<file path="src/rtl/cnt_bcd_display_pkg.sv">
// Shared types and constants for the BCD conversion and multiplexed display path.
// Holds the converter state encoding, digit geometry and the active-low segment table.
package cnt_disp_pkg;

  localparam int NUM_DIGITS = 6;
  localparam int BIN_W      = 7;
  localparam int BCD_W      = 12;

  typedef enum logic [1:0] {
    ST_LOAD   = 2'd0,
    ST_SHIFT  = 2'd1,
    ST_COMMIT = 2'd2
  } conv_state_e;

  localparam logic [6:0] SEG_BLANK = 7'h7F;

  // Index 0 sits in the least significant slot: SEG_LUT[d] is the code for digit d.
  localparam logic [9:0][6:0] SEG_LUT = {
    7'h10, 7'h00, 7'h78, 7'h02, 7'h12,
    7'h19, 7'h30, 7'h24, 7'h79, 7'h40
  };

  function automatic logic [3:0] add3_nibble(input logic [3:0] nib);
    logic [3:0] res;
    if (nib >= 4'd5) begin
      res = nib + 4'd3;
    end else begin
      res = nib;
    end
    return res;
  endfunction

  function automatic logic [BCD_W-1:0] add3_adjust(input logic [BCD_W-1:0] bcd);
    return {add3_nibble(bcd[11:8]), add3_nibble(bcd[7:4]), add3_nibble(bcd[3:0])};
  endfunction

  function automatic logic [6:0] seg_encode(input logic [3:0] digit, input logic blank);
    logic [6:0] code;
    if (blank || (digit > 4'd9)) begin
      code = SEG_BLANK;
    end else begin
      code = SEG_LUT[digit];
    end
    return code;
  endfunction

endpackage

</file>
<file path="src/rtl/bcd7_conv.sv">
// Sequential shift-add-3 converter for one 7-bit value: LOAD, seven SHIFT cycles, COMMIT.
// The result is stable on bcd while done is high (the COMMIT cycle).
module bcd7_conv
  import cnt_disp_pkg::*;
(
  input  logic             clk,
  input  logic             rst_n,
  input  logic             start,
  input  logic [BIN_W-1:0] bin,
  output logic [BCD_W-1:0] bcd,
  output logic             done
);

  conv_state_e      state_r;
  conv_state_e      state_s;
  logic [BIN_W-1:0] bin_r;
  logic [BCD_W-1:0] bcd_r;
  logic [2:0]       iter_r;
  logic [BCD_W-1:0] adj_s;

  // State register
  always_ff @(posedge clk or negedge rst_n) begin
    if (!rst_n) begin
      state_r <= ST_LOAD;
    end else begin
      state_r <= state_s;
    end
  end

  // Next-state decode
  always_comb begin
    state_s = state_r;
    case (state_r)
      ST_LOAD: begin
        if (start) begin
          state_s = ST_SHIFT;
        end else begin
          state_s = ST_LOAD;
        end
      end
      ST_SHIFT: begin
        if (iter_r == 3'd6) begin
          state_s = ST_COMMIT;
        end else begin
          state_s = ST_SHIFT;
        end
      end
      ST_COMMIT: state_s = ST_LOAD;
      default:   state_s = ST_LOAD;
    endcase
  end

  assign adj_s = add3_adjust(bcd_r);

  // Shift register, BCD accumulator and iteration count
  always_ff @(posedge clk or negedge rst_n) begin
    if (!rst_n) begin
      bin_r  <= {BIN_W{1'b0}};
      bcd_r  <= {BCD_W{1'b0}};
      iter_r <= 3'd0;
    end else begin
      case (state_r)
        ST_LOAD: begin
          if (start) begin
            bin_r <= bin;
          end else begin
            bin_r <= bin_r;
          end
          bcd_r  <= {BCD_W{1'b0}};
          iter_r <= 3'd0;
        end
        ST_SHIFT: begin
          // Adjust first, then shift {bcd, bin} left by one as a single 19-bit word.
          {bcd_r, bin_r} <= {adj_s[BCD_W-2:0], bin_r, 1'b0};
          iter_r         <= iter_r + 3'd1;
        end
        ST_COMMIT: begin
          bcd_r  <= bcd_r;
          iter_r <= iter_r;
        end
        default: begin
          bin_r  <= {BIN_W{1'b0}};
          bcd_r  <= {BCD_W{1'b0}};
          iter_r <= 3'd0;
        end
      endcase
    end
  end

  assign bcd  = bcd_r;
  assign done = (state_r == ST_COMMIT);

endmodule

</file>
<file path="src/rtl/cnt_bcd_display.sv">
// Alternately converts the two counter channels to BCD and scans them onto a
// six-digit common-anode display with per-channel leading-zero blanking.
module cnt_bcd_display
  import cnt_disp_pkg::*;
#(
  parameter int SCAN_DIV = 50000
) (
  input  logic             clk,
  input  logic             rst_n,
  input  logic [BIN_W-1:0] cnt,
  input  logic [BIN_W-1:0] cnt2,
  output logic [BCD_W-1:0] bcd_a,
  output logic [BCD_W-1:0] bcd_b,
  output logic             conv_done,
  output logic [6:0]       seg,
  output logic [NUM_DIGITS-1:0] an
);

  localparam int PRESC_W = (SCAN_DIV > 2) ? $clog2(SCAN_DIV) : 1;
  localparam logic [PRESC_W-1:0] PRESC_LAST = PRESC_W'(SCAN_DIV - 1);

  logic                  sel_r;
  logic [BCD_W-1:0]      bank_a_r;
  logic [BCD_W-1:0]      bank_b_r;
  logic                  conv_done_r;
  logic [PRESC_W-1:0]    presc_r;
  logic [2:0]            dig_r;
  logic [6:0]            seg_r;
  logic [NUM_DIGITS-1:0] an_r;

  logic [BIN_W-1:0]      conv_bin_s;
  logic [BCD_W-1:0]      conv_bcd_s;
  logic                  conv_fin_s;
  logic [3:0]            nib_s;
  logic                  blank_s;

  assign conv_bin_s = sel_r ? cnt2 : cnt;

  bcd7_conv u_conv (
    .clk   (clk),
    .rst_n (rst_n),
    .start (1'b1),
    .bin   (conv_bin_s),
    .bcd   (conv_bcd_s),
    .done  (conv_fin_s)
  );

  // Channel sequencing and result banks
  always_ff @(posedge clk or negedge rst_n) begin
    if (!rst_n) begin
      sel_r       <= 1'b0;
      bank_a_r    <= {BCD_W{1'b0}};
      bank_b_r    <= {BCD_W{1'b0}};
      conv_done_r <= 1'b0;
    end else if (conv_fin_s) begin
      if (sel_r) begin
        bank_b_r <= conv_bcd_s;
      end else begin
        bank_a_r <= conv_bcd_s;
      end
      sel_r       <= ~sel_r;
      conv_done_r <= sel_r;
    end else begin
      conv_done_r <= 1'b0;
    end
  end

  // Scan prescaler and digit index
  always_ff @(posedge clk or negedge rst_n) begin
    if (!rst_n) begin
      presc_r <= {PRESC_W{1'b0}};
      dig_r   <= 3'd0;
    end else if (presc_r == PRESC_LAST) begin
      presc_r <= {PRESC_W{1'b0}};
      if (dig_r == 3'(NUM_DIGITS - 1)) begin
        dig_r <= 3'd0;
      end else begin
        dig_r <= dig_r + 3'd1;
      end
    end else begin
      presc_r <= presc_r + {{(PRESC_W-1){1'b0}}, 1'b1};
    end
  end

  // Digit select with leading-zero blanking; ones are never blanked
  always_comb begin
    nib_s   = 4'd0;
    blank_s = 1'b1;
    case (dig_r)
      3'd0: begin nib_s = bank_a_r[3:0];  blank_s = 1'b0; end
      3'd1: begin nib_s = bank_a_r[7:4];  blank_s = (bank_a_r[11:4] == 8'd0); end
      3'd2: begin nib_s = bank_a_r[11:8]; blank_s = (bank_a_r[11:8] == 4'd0); end
      3'd3: begin nib_s = bank_b_r[3:0];  blank_s = 1'b0; end
      3'd4: begin nib_s = bank_b_r[7:4];  blank_s = (bank_b_r[11:4] == 8'd0); end
      3'd5: begin nib_s = bank_b_r[11:8]; blank_s = (bank_b_r[11:8] == 4'd0); end
      default: begin nib_s = 4'd0; blank_s = 1'b1; end
    endcase
  end

  // Registered segment and anode drive
  always_ff @(posedge clk or negedge rst_n) begin
    if (!rst_n) begin
      seg_r <= 7'h40;
      an_r  <= 6'b111110;
    end else begin
      seg_r <= seg_encode(nib_s, blank_s);
      an_r  <= ~(6'b000001 << dig_r);
    end
  end

  assign bcd_a     = bank_a_r;
  assign bcd_b     = bank_b_r;
  assign conv_done = conv_done_r;
  assign seg       = seg_r;
  assign an        = an_r;

endmodule

</file>
<file path="config.mk">
export PLATFORM = sky130hd
export DESIGN_NAME = cnt_bcd_display
export DESIGN_NICKNAME = d
export VERILOG_FILES = /design/src/rtl/cnt_bcd_display_pkg.sv /design/src/rtl/bcd7_conv.sv /design/src/rtl/cnt_bcd_display.sv
export SDC_FILE = /design/constraint.sdc
export NUM_CORES = 1
export LEC_CHECK = 0
export BUFFER_PORTS_ARGS = -buffer_cell sky130_fd_sc_hd__buf_2
export CAP_MARGIN = 30
export CORE_ASPECT_RATIO = 0.8
export CORE_MARGIN = 2
export CORE_UTILIZATION = 62
export DETAILED_ROUTE_END_ITERATION = 7
export PLACE_DENSITY = 0.9
export SLEW_MARGIN = 5
export SYNTH_ARGS = -nofsm -noshare
export SYNTH_HDL_FRONTEND = slang
export SYNTH_SLANG_ARGS = --single-unit
export TNS_END_PERCENT = 5
</file>
<file path="constraint.sdc">
create_clock -name clk -period 7.6 [get_ports clk]
set_input_delay 0 -clock clk [delete_from_list [all_inputs] [get_ports clk]]
set_output_delay 0 -clock clk [all_outputs]
set_load 0.005 [all_outputs]
</file>
==> results of run 1 <==
-- metrics by stage --
step                utilization (%)  std cells  total power [mW]  instance area (µm²)  hold WS (ns)
CTS                            72.1        515              1.07                 4520        0.0672
global placement               67.8        495             0.704                 4260         0.213
finish                         72.4        516              1.07                 4540        0.0702
global route                   72.4        516              1.12                 4540         0.106
floorplan                         -        374             0.626                 3960        -0.296
detailed placement             68.0        496             0.715                 4270         0.228
-- area by class of cell --
type	instances	area, µm²
inverters	17	63.8
clock inverters	6	90.1
clock buffers	10	138
repair buffers	59	333
fillers	470	1730
flip-flops and latches	82	2060
well taps	84	105
multi-input cells	258	1760
-- power by group --
group | leakage, nW | internal, mW | switching (mW)
sequential | 1.04 | 0.485 | 0.0408
combinational | 1.01 | 0.0930 | 0.0901
clock | 0.112 | 0.194 | 0.163
-- cell families after synthesis --
kind of cell / count (synthesis) / synth area share [%]
AOI/OAI and AO/OA: 75 / 11.7
xor gates and xnor gates: 20 / 4.43
adders and majority gates: 15 / 4.74
buffers and inverters: 34 / 3.57
DFF: 82 / 52.1
muxes: 32 / 8.89
and+or+nand+nor: 116 / 14.6
-- registers in the layout, indices dropped and copies added (netlist names) --
register / flops
presc_r: 16
bcd_a: 12
bcd_b: 12
u_conv.bcd: 12
seg: 7
u_conv.bin_r: 7
an: 6
dig_r: 3
u_conv.iter_r: 3
u_conv.state_r: 2
conv_done: 1
sel_r: 1
-- what timing repair did --
action / CTS / global route
endpoints found under the hold margin: 77 / 0
hold buffers: 3 / 0
resized for setup: 0 / 0
buffers inserted: 0 / 0
-- Yosys cell counts, types with 3 or more instances --
cell       n
mux2i_1   10
xnor2_1   12
nand2b_1   3
buf_2      5
o21ai_0   31
nor3b_1    5
a211oi_1   4
and3_1     4
nor3_1     7
dfstp_2    6
nor4_1     4
mux2_2    20
nor2b_1    8
nand3_1    7
xor2_1     8
nand2_1   39
and4_1     3
o211ai_1   4
ha_1      15
o21ai_1    3
nor2_1    25
dfrtp_1   76
inv_1     17
a21oi_1   17
clkbuf_1  10
-- layout by cell type (no fill, tap or decap), drive strengths merged, types with 3 or more instances in the layout --
cell         count
dlygate4sd3      3
a211oi           4
o211ai           4
a21oi           17
nand3            7
and3             4
nand2b           3
dfrtp           76
nor2            25
nor4             4
xor2             8
o21ai           34
nor3b            6
nor3             7
xnor2           12
buf             56
mux2            22
clkbuf          10
nor2b            8
inv             17
clkinv           3
and4             3
mux2i           10
ha              15
nand2           39
dfstp            6
-- worst max path at each step --
| stage | startpoint | end | slack [ns] | depth (start not counted) |
|---|---|---|---|---|
| after floorplan | dig_r[0]$_DFFE_PN0N_ | seg[0]$_DFF_PN0_ | 5.02 | 11 |
| after global placement | dig_r[0]$_DFFE_PN0N_ | seg[3]$_DFF_PN0_ | 4.88 | 9 |
| after detailed placement | dig_r[0]$_DFFE_PN0N_ | seg[3]$_DFF_PN0_ | 4.66 | 9 |
| after CTS | dig_r[0]$_DFFE_PN0N_ | seg[3]$_DFF_PN0_ | 4.64 | 9 |
| after global routing | dig_r[0]$_DFFE_PN0N_ | seg[0]$_DFF_PN0_ | 4.42 | 9 |
| final | dig_r[0]$_DFFE_PN0N_ | seg[3]$_DFF_PN0_ | 4.58 | 9 |
-- worst reg2reg max path, delay by kind of cell, from the launching register on --
family,cells,cell delay (ns)
flip-flops,1,0.56
AO/OA/AOI/OAI,4,1.16
adder cells (fa/ha/maj),2,0.55
AND/OR/NAND/NOR,3,0.65
-- layer usage --
| metal | wire [µm] | up-vias |
|---|---|---|
| met2 | 3950 | 106 |
| met4 | 136 | 0 |
| li1 | - | 1416 |
| met5 | 0 | - |
| met1 | 3570 | 1441 |
| met3 | 563 | 19 |
==> impl_results.md, run 1 <==
- Total Die Area: 7040 µm²
- Global router's overall resource usage: 24.4%
- Die X-Extent: 93.3 µm
- Headroom to the max-slew limit: 53.1%
- Vias in the first global route: 2716
- Total of max-cap violations: 0
- Met1 usage in global routing: 31.3%
- Worst reg2reg path startpoint: dig_r[0]$_DFFE_PN0N_
- Synthesis-to-layout area growth: 14.9%
- Ant diodes: 0
- GRT Residual Overflow: 0
- Critical path start-end classification: reg -> reg
- Worst path max stage delay: 0.60 ns
- Net count after synthesis: 405
- Met3 layer usage reported by global route: 8.80%
- Req. time, crit path: 7.86 ns
- Type of destination of the critical path: register
- Core area: 6280 µm²
- Largest delay contributor family on the critical path: compound AO/OA/AOI/OAI gates
- Power density of the placed cells: 235 nW/µm²
- Number of buffers and inverters on the critical path: 0
- H-tree levels: 3
- Highest ir drop seen on vdd: 0.136 mV
- Ranking of synthesized cells by area: dfrtp_1 (48%), mux2_2 (5.7%), ha_1 (4.7%)
- Most Used Layer, Global Route: met2
- Worst hold path startpoint: cnt[2]
- Total number of nets in the final design: 458
- Largest net degree at the start of global routing: 83
- Clock-pin slew reported for the worst setup and hold paths after clock tree synthesis: 0.09 ns
- Max Clock Skew: 0.0130 ns
- Average wire length per cell after detail routing: 15.9 µm
- Static power due to leakage: 2.15 nW
- Kind of path behind the tightest hold check: in -> reg
- Number of clock sinks: 82
- Fraction of the cycle the final worst path needs: 39.8%
- CTS Root Cell: clkbuf_8
- Wire length of the first global-routing pass: 12900 µm
- Number of pins exceeding their max-slew limit in the final report: 0
- Register bit count reported by yosys: 82
- Synthesized netlist cell count: 374
- Final period demand of the worst path: 3.02 ns
- Summed negative setup slack over all endpoints: 0 ns
- Starting density of the core: 63.0%
- Peak Freq: 331 MHz
- Cell depth of the worst flop-to-flop path: 9
- Synth Flop Type: dfrtp_1
- Global placement routability congestion: 1.03
- Clock latency at the later pin of the worst-skew pair: 0.37 ns
- Largest fanout on the critical path: 17
- Vias/cell: 5.78
- Count of buffers from port buffering: 53
- Series of cell instances along the critical path: and2_1, ha_1, a32o_1, a211oi_1, ha_1, nor2_1, nor3_1, o221ai_2, a21o_1
- Ports: 54
- Worst slack after detailed placement: 4.66 ns
- First DRT Iteration DRCs: 254
- Terminating pin of the worst hold path: u_conv.bin_r[2]$_DFFE_PN0P_
- Clock buffer depth: 2
- Reg2Reg Capture Point: seg[3]$_DFF_PN0_
- Initial DRT Pass Iterations: 5
- Number of remaining DRC errors: 0
- CTS tree: yes
- Global-route track usage on met2: 39.8%
- Post-Synthesis Mean Instance Area: 10.6 µm²
- Hold violation total from the final report: 0
- Vert. Die Dim: 75.5 µm
- Number of library cell types mapped by synthesis: 48
- Critical-path top delay cell: a211oi_1
- Post-synthesis async set-or-reset flop share: 100%
- Netlist area before placement: 3960 µm²
- Seq/Total Area, Yosys: 52.1%
- Post-route antenna net violation count: 0
- Layout cells sized above 1: 23.8%
- Worst-margin pin slew: 0.700 ns
- Crit path launch type: register
- Number of antenna violations at the first check in global routing: 0
- Count of flip-flops with a built-in enable after synthesis: 0
- Yosys warning total: 0
- Unrepaired setup endpoints after global routing: no
- Top-area cell type share of the netlist area: 48.1%
- Via count: 2982
- Floorplan row count: 26
- Hold path cells: 5
- Flop-to-flop setup slack: 4.58 ns
- Final routed wirelength across all metal layers: 8210 µm
- Library cell with the largest summed area after synthesis: dfrtp_1
- Final-report setup violation count: 0
- Inserted Clock Buffers: 9
- Post-layout worst setup margin: 4.58 ns
- Endpoint arrival time on the critical path: 3.28 ns
- Run status: completed
- Cell type with the highest occurrence count on the critical path: ha_1
- Post-detailed-placement half-perimeter wirelength: 5650 µm
No activity file was read; power rests on OpenSTA's default activity.
==> run 2, diff against run 1 <==
--- a/config.mk
+++ b/config.mk
@@ -9,9 +9,9 @@
 export CAP_MARGIN = 30
 export CORE_ASPECT_RATIO = 0.8
 export CORE_MARGIN = 2
-export CORE_UTILIZATION = 62
+export CORE_UTILIZATION = 52
 export DETAILED_ROUTE_END_ITERATION = 7
-export PLACE_DENSITY = 0.9
+export PLACE_DENSITY = 0.81
 export SLEW_MARGIN = 5
 export SYNTH_ARGS = -nofsm -noshare
 export SYNTH_HDL_FRONTEND = slang
==> constraint.sdc (replaced) <==
create_clock -name clk -period 2.4 [get_ports clk]
set_input_delay 0 -clock clk [delete_from_list [all_inputs] [get_ports clk]]
set_output_delay 0 -clock clk [all_outputs]
set_load 0.005 [all_outputs]
==> run 2 against run 1 <==
Net effect: hold slack worse by 0.058 ns; combinational power rose to 3.4 times the previous value; via count about the same; sequential cell count unchanged; non-clock buffer count up 7; highest routed layer unchanged.
==> impl_results.md, run 2 (synthesized netlist as in run 1, its figures left out) <==
- Run status: completed (unchanged)
- Ant diodes: 0 (unchanged)
- Number of pins exceeding their max-slew limit in the final report: 0 (unchanged)
- Vias in the first global route: 2971 (was 2716)
- Most common cell after layout, fill and taps aside: dfrtp_1 (unchanged)
- Largest register by flop count: presc_r (unchanged)
- Wire length of the first global-routing pass: 13800 µm (was 12900 µm)
- Power density of the placed cells: 741 nW/µm² (was 235 nW/µm²)
- Total number of nets in the final design: 465 (was 458)
- Clock latency at the later pin of the worst-skew pair: 0.36 ns (was 0.37 ns)
- Fraction of the cycle the final worst path needs: 96.1% (was 39.8%)
- Static power due to leakage: 2.20 nW (was 2.15 nW)
- Critical-path top delay cell: dfrtp_1 (was a211oi_1)
- Terminating pin of the worst hold path: u_conv.bin_r[0]$_DFFE_PN0P_ (was u_conv.bin_r[2]$_DFFE_PN0P_)
- Series of cell instances along the critical path: and2_1, ha_1, a32o_1, a221oi_4, ha_1, nor2_2, nor3_1, o221ai_2, a21o_1 (was and2_1, ha_1, a32o_1, a211oi_1, ha_1, nor2_1, nor3_1, o221ai_2, a21o_1)
- H-tree levels: 3 (unchanged)
- Crit path launch type: register (unchanged)
- Leading cell types in the layout, fill and taps excluded: dfrtp_1 (76), buf_2 (52), nand2_1 (39) (unchanged)
- GRT Residual Overflow: 0 (unchanged)
- Critical path start-end classification: reg -> reg (unchanged)
- Vert. Die Dim: 82.0 µm (was 75.5 µm)
- Flop-to-flop setup slack: 0.09 ns (was 4.58 ns)
- Largest fanout on the critical path: 5 (was 17)
- Ports: 54 (unchanged)
- Type of destination of the critical path: register (unchanged)
- Total of max-cap violations: 0 (unchanged)
- Worst path max stage delay: 0.41 ns (was 0.60 ns)
- Total Die Area: 8330 µm² (was 7040 µm²)
- Worst-margin pin slew: 0.723 ns (was 0.700 ns)
- Final period demand of the worst path: 2.31 ns (was 3.02 ns)
- Post-detailed-placement half-perimeter wirelength: 5890 µm (was 5650 µm)
- Core area: 7390 µm² (was 6280 µm²)
- Global placement routability congestion: 0.929 (was 1.03)
- Headroom to the max-slew limit: 51.3% (was 53.1%)
- Layout cells sized above 1: 25.4% (was 23.8%)
- Count of buffers from port buffering: 53 (unchanged)
- CTS tree: yes (unchanged)
- Worst slack after detailed placement: 0.105 ns (was 4.66 ns)
- Kind of path behind the tightest hold check: in -> reg (unchanged)
- Clock-pin slew reported for the worst setup and hold paths after clock tree synthesis: 0.08 ns (was 0.09 ns)
- First DRT Iteration DRCs: 157 (was 254)
- Final routed wirelength across all metal layers: 8240 µm (was 8210 µm)
- Inserted Clock Buffers: 9 (unchanged)
- Floorplan row count: 28 (was 26)
- Number of clock sinks: 82 (unchanged)
- Number of antenna violations at the first check in global routing: 0 (unchanged)
- Unrepaired setup endpoints after global routing: yes (was no)
- Initial DRT Pass Iterations: 4 (was 5)
- Highest ir drop seen on vdd: 0.298 mV (was 0.136 mV)
- Endpoint arrival time on the critical path: 2.56 ns (was 3.28 ns)
- Post-CTS repair timing setup buffer count: 0 (unchanged)
- Req. time, crit path: 2.66 ns (was 7.86 ns)
- Max reg flops: 16 (unchanged)
- CTS Root Cell: clkbuf_8 (unchanged)
- Max Clock Skew: 0.0108 ns (was 0.0130 ns)
- Cell depth of the worst flop-to-flop path: 9 (unchanged)
- Global router's overall resource usage: 21.8% (was 24.4%)
- Average wire length per cell after detail routing: 15.2 µm (was 15.9 µm)
- Synthesis-to-layout area growth: 17.5% (was 14.9%)
- Hold violation total from the final report: 0 (unchanged)
- Clock buffer depth: 2 (unchanged)
- Cell type with the highest occurrence count on the critical path: ha_1 (unchanged)
- Hold path cells: 5 (unchanged)
- Post-route antenna net violation count: 0 (unchanged)
- Number of remaining DRC errors: 0 (unchanged)
- Final-report setup violation count: 0 (unchanged)
- Post-layout worst setup margin: 0.0947 ns (was 4.58 ns)
- Peak Freq: 434 MHz (was 331 MHz)
- Starting density of the core: 53.5% (was 63.0%)
- Via count: 2981 (was 2982)
- Vias/cell: 5.50 (was 5.78)
- Worst reg2reg path startpoint: dig_r[1]$_DFFE_PN0N_ (was dig_r[0]$_DFFE_PN0N_)
- Post-Route Hold Slack: 0.0125 ns (was 0.0702 ns)
- Worst hold path startpoint: cnt[0] (was cnt[2])
- Reg2Reg Capture Point: seg[0]$_DFF_PN0_ (was seg[3]$_DFF_PN0_)
- Die X-Extent: 102 µm (was 93.3 µm)
- Largest net degree at the start of global routing: 62 (was 83)
- Utilization after layout: 62.9% (was 72.4%)
## run 2: changes by cell type in the layout (fill, tap and decap cells not counted), moves of 2 or more
cell	change
buf_4	+9
clkbuf_1	+2
clkinv_4	-2
dlygate4sd3_1	-2
## run 2: where the power goes
part	total [mW]	switching (mW)	internal, mW	leakage (nW)
registers	1.67	0.129	1.54	1.04
logic	0.615	0.293	0.321	1.06
clock network	1.16	0.481	0.681	0.109
## run 2: timing repair
action / 4_1_cts / 5_1_grt
endpoints found under the setup margin: 0 / 5
hold endpoints to repair: 82 / 0
resized for setup: 0 / 5
hold buffers: 1 / 0
## run 2: layout make-up
cell class | count | area [µm²]
sequential | 82 | 2060
inverter | 17 | 63.8
fill | 593 | 2740
timing repair buffer | 66 | 388
clock inverter | 3 | 90.1
tap | 105 | 131
multi-input combinational | 258 | 1790
clock buffer | 11 | 131
## run 2: worst max path at each step
stage / start / endpoint / slack (ns) / cells past startpoint
floorplan: dig_r[0]$_DFFE_PN0N_ / seg[1]$_DFF_PN0_ / -0.01 / 12
global placement: dig_r[1]$_DFFE_PN0N_ / seg[1]$_DFF_PN0_ / 0.20 / 10
detailed placement: dig_r[1]$_DFFE_PN0N_ / seg[1]$_DFF_PN0_ / 0.10 / 10
CTS: dig_r[1]$_DFFE_PN0N_ / seg[1]$_DFF_PN0_ / 0.04 / 10
global route: dig_r[0]$_DFFE_PN0N_ / seg[0]$_DFF_PN0_ / -0.03 / 10
finish: dig_r[1]$_DFFE_PN0N_ / seg[0]$_DFF_PN0_ / 0.09 / 9
## run 2: stage by stage
stage          std cells  setup TNS [ns]  area [µm²]  total power [mW]
6_report             542               0        4650              3.44
5_1_grt              542         -0.0582        4650              3.61
4_1_cts              542               0        4620              3.44
3_5_place_dp         527               0        4390              2.29
3_3_place_gp         526               0        4370              2.26
2_1_floorplan        374         -0.0269        3960              1.99
## run 2: critical path: cells and delay by family (launching register included)
kind                     cells  cell delay, ns
AO/OA/AOI/OAI                4            0.83
adder cells (fa/ha/maj)      2            0.50
flip-flops                   1            0.41
AND/OR/NAND/NOR              3            0.47
## run 2: layer usage
| layer | vias to the layer above | share of wire [%] | global-route usage (%) |
|---|---|---|---|
| met2 | 91 | 48 | 34.8 |
| met3 | 11 | 5.0 | 6.72 |
| met4 | 0 | 1.2 | 6.62 |
| li1 | 1418 | - | - |
| met5 | - | 0 | 0 |
| met1 | 1461 | 46 | 28.6 |
==> run 3, diff against run 2 <==
--- a/config.mk
+++ b/config.mk
@@ -9,9 +9,9 @@
 export CAP_MARGIN = 30
 export CORE_ASPECT_RATIO = 0.8
 export CORE_MARGIN = 2
-export CORE_UTILIZATION = 52
+export CORE_UTILIZATION = 57
 export DETAILED_ROUTE_END_ITERATION = 7
-export PLACE_DENSITY = 0.81
+export PLACE_DENSITY = 0.84
 export SLEW_MARGIN = 5
 export SYNTH_ARGS = -nofsm -noshare
 export SYNTH_HDL_FRONTEND = slang
==> constraint.sdc (replaced) <==
create_clock -name clk -period 2.55 [get_ports clk]
set_input_delay 0 -clock clk [delete_from_list [all_inputs] [get_ports clk]]
set_output_delay 0 -clock clk [all_outputs]
set_load 0.005 [all_outputs]
==> run 3 against run 2 <==
Net effect: clock power decreased by 30%; register-to-register slack better by 0.13 ns; critical path type unchanged; fmax decreased by 1.1%; cell count fell by 3.5%; global-route usage increased by 1.1 points; hold slack improved by 0.0026 ns; total power shrank 15%.
==> impl_results.md, run 3 (synthesized netlist as in run 1, its figures left out) <==
- Kind of path behind the tightest hold check: in -> reg (unchanged)
- Cell depth of the worst flop-to-flop path: 11 (was 9)
- Vert. Die Dim: 78.5 µm (was 82.0 µm)
- Via count: 3008 (was 2981)
- Number of antenna violations at the first check in global routing: 0 (unchanged)
- Total Die Area: 7630 µm² (was 8330 µm²)
- Fraction of the cycle the final worst path needs: 91.4% (was 96.1%)
- Terminating pin of the worst hold path: u_conv.bin_r[0]$_DFFE_PN0P_ (unchanged)
- Req. time, crit path: 2.84 ns (was 2.66 ns)
- Global placement routability congestion: 0.955 (was 0.929)
- Most Used Layer, Global Route: met2 (unchanged)
- Worst reg2reg path startpoint: dig_r[0]$_DFFE_PN0N_ (was dig_r[1]$_DFFE_PN0N_)
- Worst path max stage delay: 0.38 ns (was 0.41 ns)
- Clock buffer depth: 2 (unchanged)
- Global router's overall resource usage: 22.8% (was 21.8%)
- Die X-Extent: 97.1 µm (was 102 µm)
- Total of max-cap violations: 0 (unchanged)
- Final design area excluding fillers: 4540 µm² (was 4650 µm²)
- Inserted Clock Buffers: 9 (unchanged)
- Largest register by flop count: presc_r (unchanged)
- Number of remaining DRC errors: 0 (unchanged)
- Series of cell instances along the critical path: and2_1, ha_1, a32o_1, a221oi_2, buf_4, inv_1, ha_1, nor2_1, a21boi_2, nor2_1, o21ai_0 (was and2_1, ha_1, a32o_1, a221oi_4, ha_1, nor2_2, nor3_1, o221ai_2, a21o_1)
- Static power due to leakage: 2.16 nW (was 2.20 nW)
- Type of destination of the critical path: register (unchanged)
- Core area: 6790 µm² (was 7390 µm²)
- Crit path launch type: register (unchanged)
- Highest ir drop seen on vdd: 0.398 mV (was 0.298 mV)
- Summed negative setup slack over all endpoints: 0 ns (unchanged)
- Leading cell types in the layout, fill and taps excluded: dfrtp_1 (76), buf_2 (52), nand2_1 (39) (unchanged)
- Critical-path top delay cell: dfrtp_1 (unchanged)
- Total power of the final layout: 2.94 mW (was 3.44 mW)
- Worst-margin pin slew: 0.699 ns (was 0.723 ns)
- Most common cell after layout, fill and taps aside: dfrtp_1 (unchanged)
- Max Clock Skew: 0.0119 ns (was 0.0108 ns)
- Run status: completed (unchanged)
- Final-report setup violation count: 0 (unchanged)
- Vias/cell: 5.75 (was 5.50)
- Layout cells sized above 1: 25.5% (was 25.4%)
- Count of buffers from port buffering: 53 (unchanged)
- H-tree levels: 3 (unchanged)
- Hold violation total from the final report: 0 (unchanged)
- Post-route antenna net violation count: 0 (unchanged)
- Ant diodes: 0 (unchanged)
- CTS tree: yes (unchanged)
- First DRT Iteration DRCs: 141 (was 157)
- Reg2Reg Capture Point: seg[1]$_DFF_PN0_ (was seg[0]$_DFF_PN0_)
- Peak Freq: 429 MHz (was 434 MHz)
- Average wire length per cell after detail routing: 15.6 µm (was 15.2 µm)
- Max reg flops: 16 (unchanged)
- CTS Root Cell: clkbuf_8 (unchanged)
- Post-detailed-placement half-perimeter wirelength: 5700 µm (was 5890 µm)
- Clock latency at the later pin of the worst-skew pair: 0.36 ns (about the same)
- GRT Residual Overflow: 0 (unchanged)
- Final period demand of the worst path: 2.33 ns (was 2.31 ns)
- Ports: 54 (unchanged)
- Headroom to the max-slew limit: 53.4% (was 51.3%)
- Met3 layer usage reported by global route: 7.93% (was 6.72%)
- Number of clock sinks: 82 (unchanged)
- Endpoint arrival time on the critical path: 2.62 ns (was 2.56 ns)
- Vias in the first global route: 2875 (was 2971)
- Initial DRT Pass Iterations: 6 (was 4)
- Power density of the placed cells: 647 nW/µm² (was 741 nW/µm²)
- Floorplan row count: 27 (was 28)
- Critical path start-end classification: reg -> reg (unchanged)
- Largest net degree at the start of global routing: 83 (was 62)
- Number of buffers and inverters on the critical path: 2 (was 0)
- Clock-pin slew reported for the worst setup and hold paths after clock tree synthesis: 0.08 ns (about the same)
- Number of pins exceeding their max-slew limit in the final report: 0 (unchanged)
- Hold path cells: 5 (unchanged)
- Synthesis-to-layout area growth: 14.8% (was 17.5%)
- Cell area after placement: 4310 µm² (was 4390 µm²)
- Unrepaired setup endpoints after global routing: no (was yes)
- Met1 usage in global routing: 29.8% (was 28.6%)
- Final routed wirelength across all metal layers: 8170 µm (was 8240 µm)
- Largest delay contributor family on the critical path: compound AO/OA/AOI/OAI gates (unchanged)
- Largest fanout on the critical path: 5 (unchanged)
- Worst hold path startpoint: cnt[0] (unchanged)
- Global-route track usage on met2: 35.6% (was 34.8%)
- Total number of nets in the final design: 462 (was 465)
- Wire length of the first global-routing pass: 13700 µm (was 13800 µm)
- Starting density of the core: 58.3% (was 53.5%)
- Flop-to-flop setup slack: 0.22 ns (was 0.09 ns)
run 3: changes by cell type in the layout (fill, tap and decap cells not counted), sizes merged:
cell,before,now
buf,65,62
bufinv,3,0
clkinv,0,4
clkinvlp,0,1
run 3: per-layer routing:
metal	wire length (µm)	vias to the layer above
met5	0	-
met4	166	0
met3	515	17
met2	3860	94
met1	3620	1487
li1	-	1410
run 3: what timing repair did:
| action | 4_1_cts | 5_1_grt |
|---|---|---|
| setup endpoints to repair | 0 | 5 |
| hold buffers | 1 | 0 |
| setup buffers | 0 | 2 |
| endpoints found under the hold margin | 76 | 0 |
| gates resized for setup | 0 | 5 |
run 3: metrics by stage:
step / cells / hold WS, ns / util, % / worst slack [ns]
floorplan: 374 / -0.296 / - / 0.0700
global placement: 503 / 0.219 / 63.4 / 0.192
detailed placement: 503 / 0.235 / 63.4 / 0.0414
CTS: 520 / 0.0203 / 65.9 / 0.0175
global route: 523 / 0.0784 / 66.9 / 0.0305
finish: 523 / 0.0151 / 66.9 / 0.220
run 3: worst max-delay path by stage:
stage,start,end,slack (ns),depth (start not counted)
floorplan,dig_r[0]$_DFFE_PN0N_,seg[4]$_DFF_PN0_,0.07,12
global placement,dig_r[0]$_DFFE_PN0N_,seg[1]$_DFF_PN0_,0.19,10
CTS,dig_r[1]$_DFFE_PN0N_,seg[4]$_DFF_PN0_,0.02,10
finish,dig_r[0]$_DFFE_PN0N_,seg[1]$_DFF_PN0_,0.22,11
global route,dig_r[1]$_DFFE_PN0N_,seg[1]$_DFF_PN0_,0.03,11
detailed placement,dig_r[1]$_DFFE_PN0N_,seg[4]$_DFF_PN0_,0.04,10
run 3: worst reg2reg max path, delay by kind of cell (launching register included):
kind                     cells  cell delay [ns]
AO/OA/AOI/OAI                4             0.82
adder cells (fa/ha/maj)      2             0.45
buffers and inverters        2             0.23
flip-flops                   1             0.38
AND/OR/NAND/NOR              3             0.38
run 3: final cells by class:
cell class                      count  area, µm²
Multi-Input combinational cell    258       1780
Timing Repair Buffer               63        365
Clock buffer                       11        131
Sequential cell                    82       2060
Inverter                           17       63.8
Clock inverter                      5       31.3
Fill cell                         536       2250
Tap cell                           87        109
run 3: power by group:
part | internal, mW | total, mW | leakage [nW] | switching [mW]
Sequential | 1.45 | 1.57 | 1.04 | 0.120
Clock | 0.351 | 0.815 | 0.0831 | 0.464
Combinational | 0.289 | 0.557 | 1.04 | 0.268
Total | 2.09 | 2.94 | 2.16 | 0.852
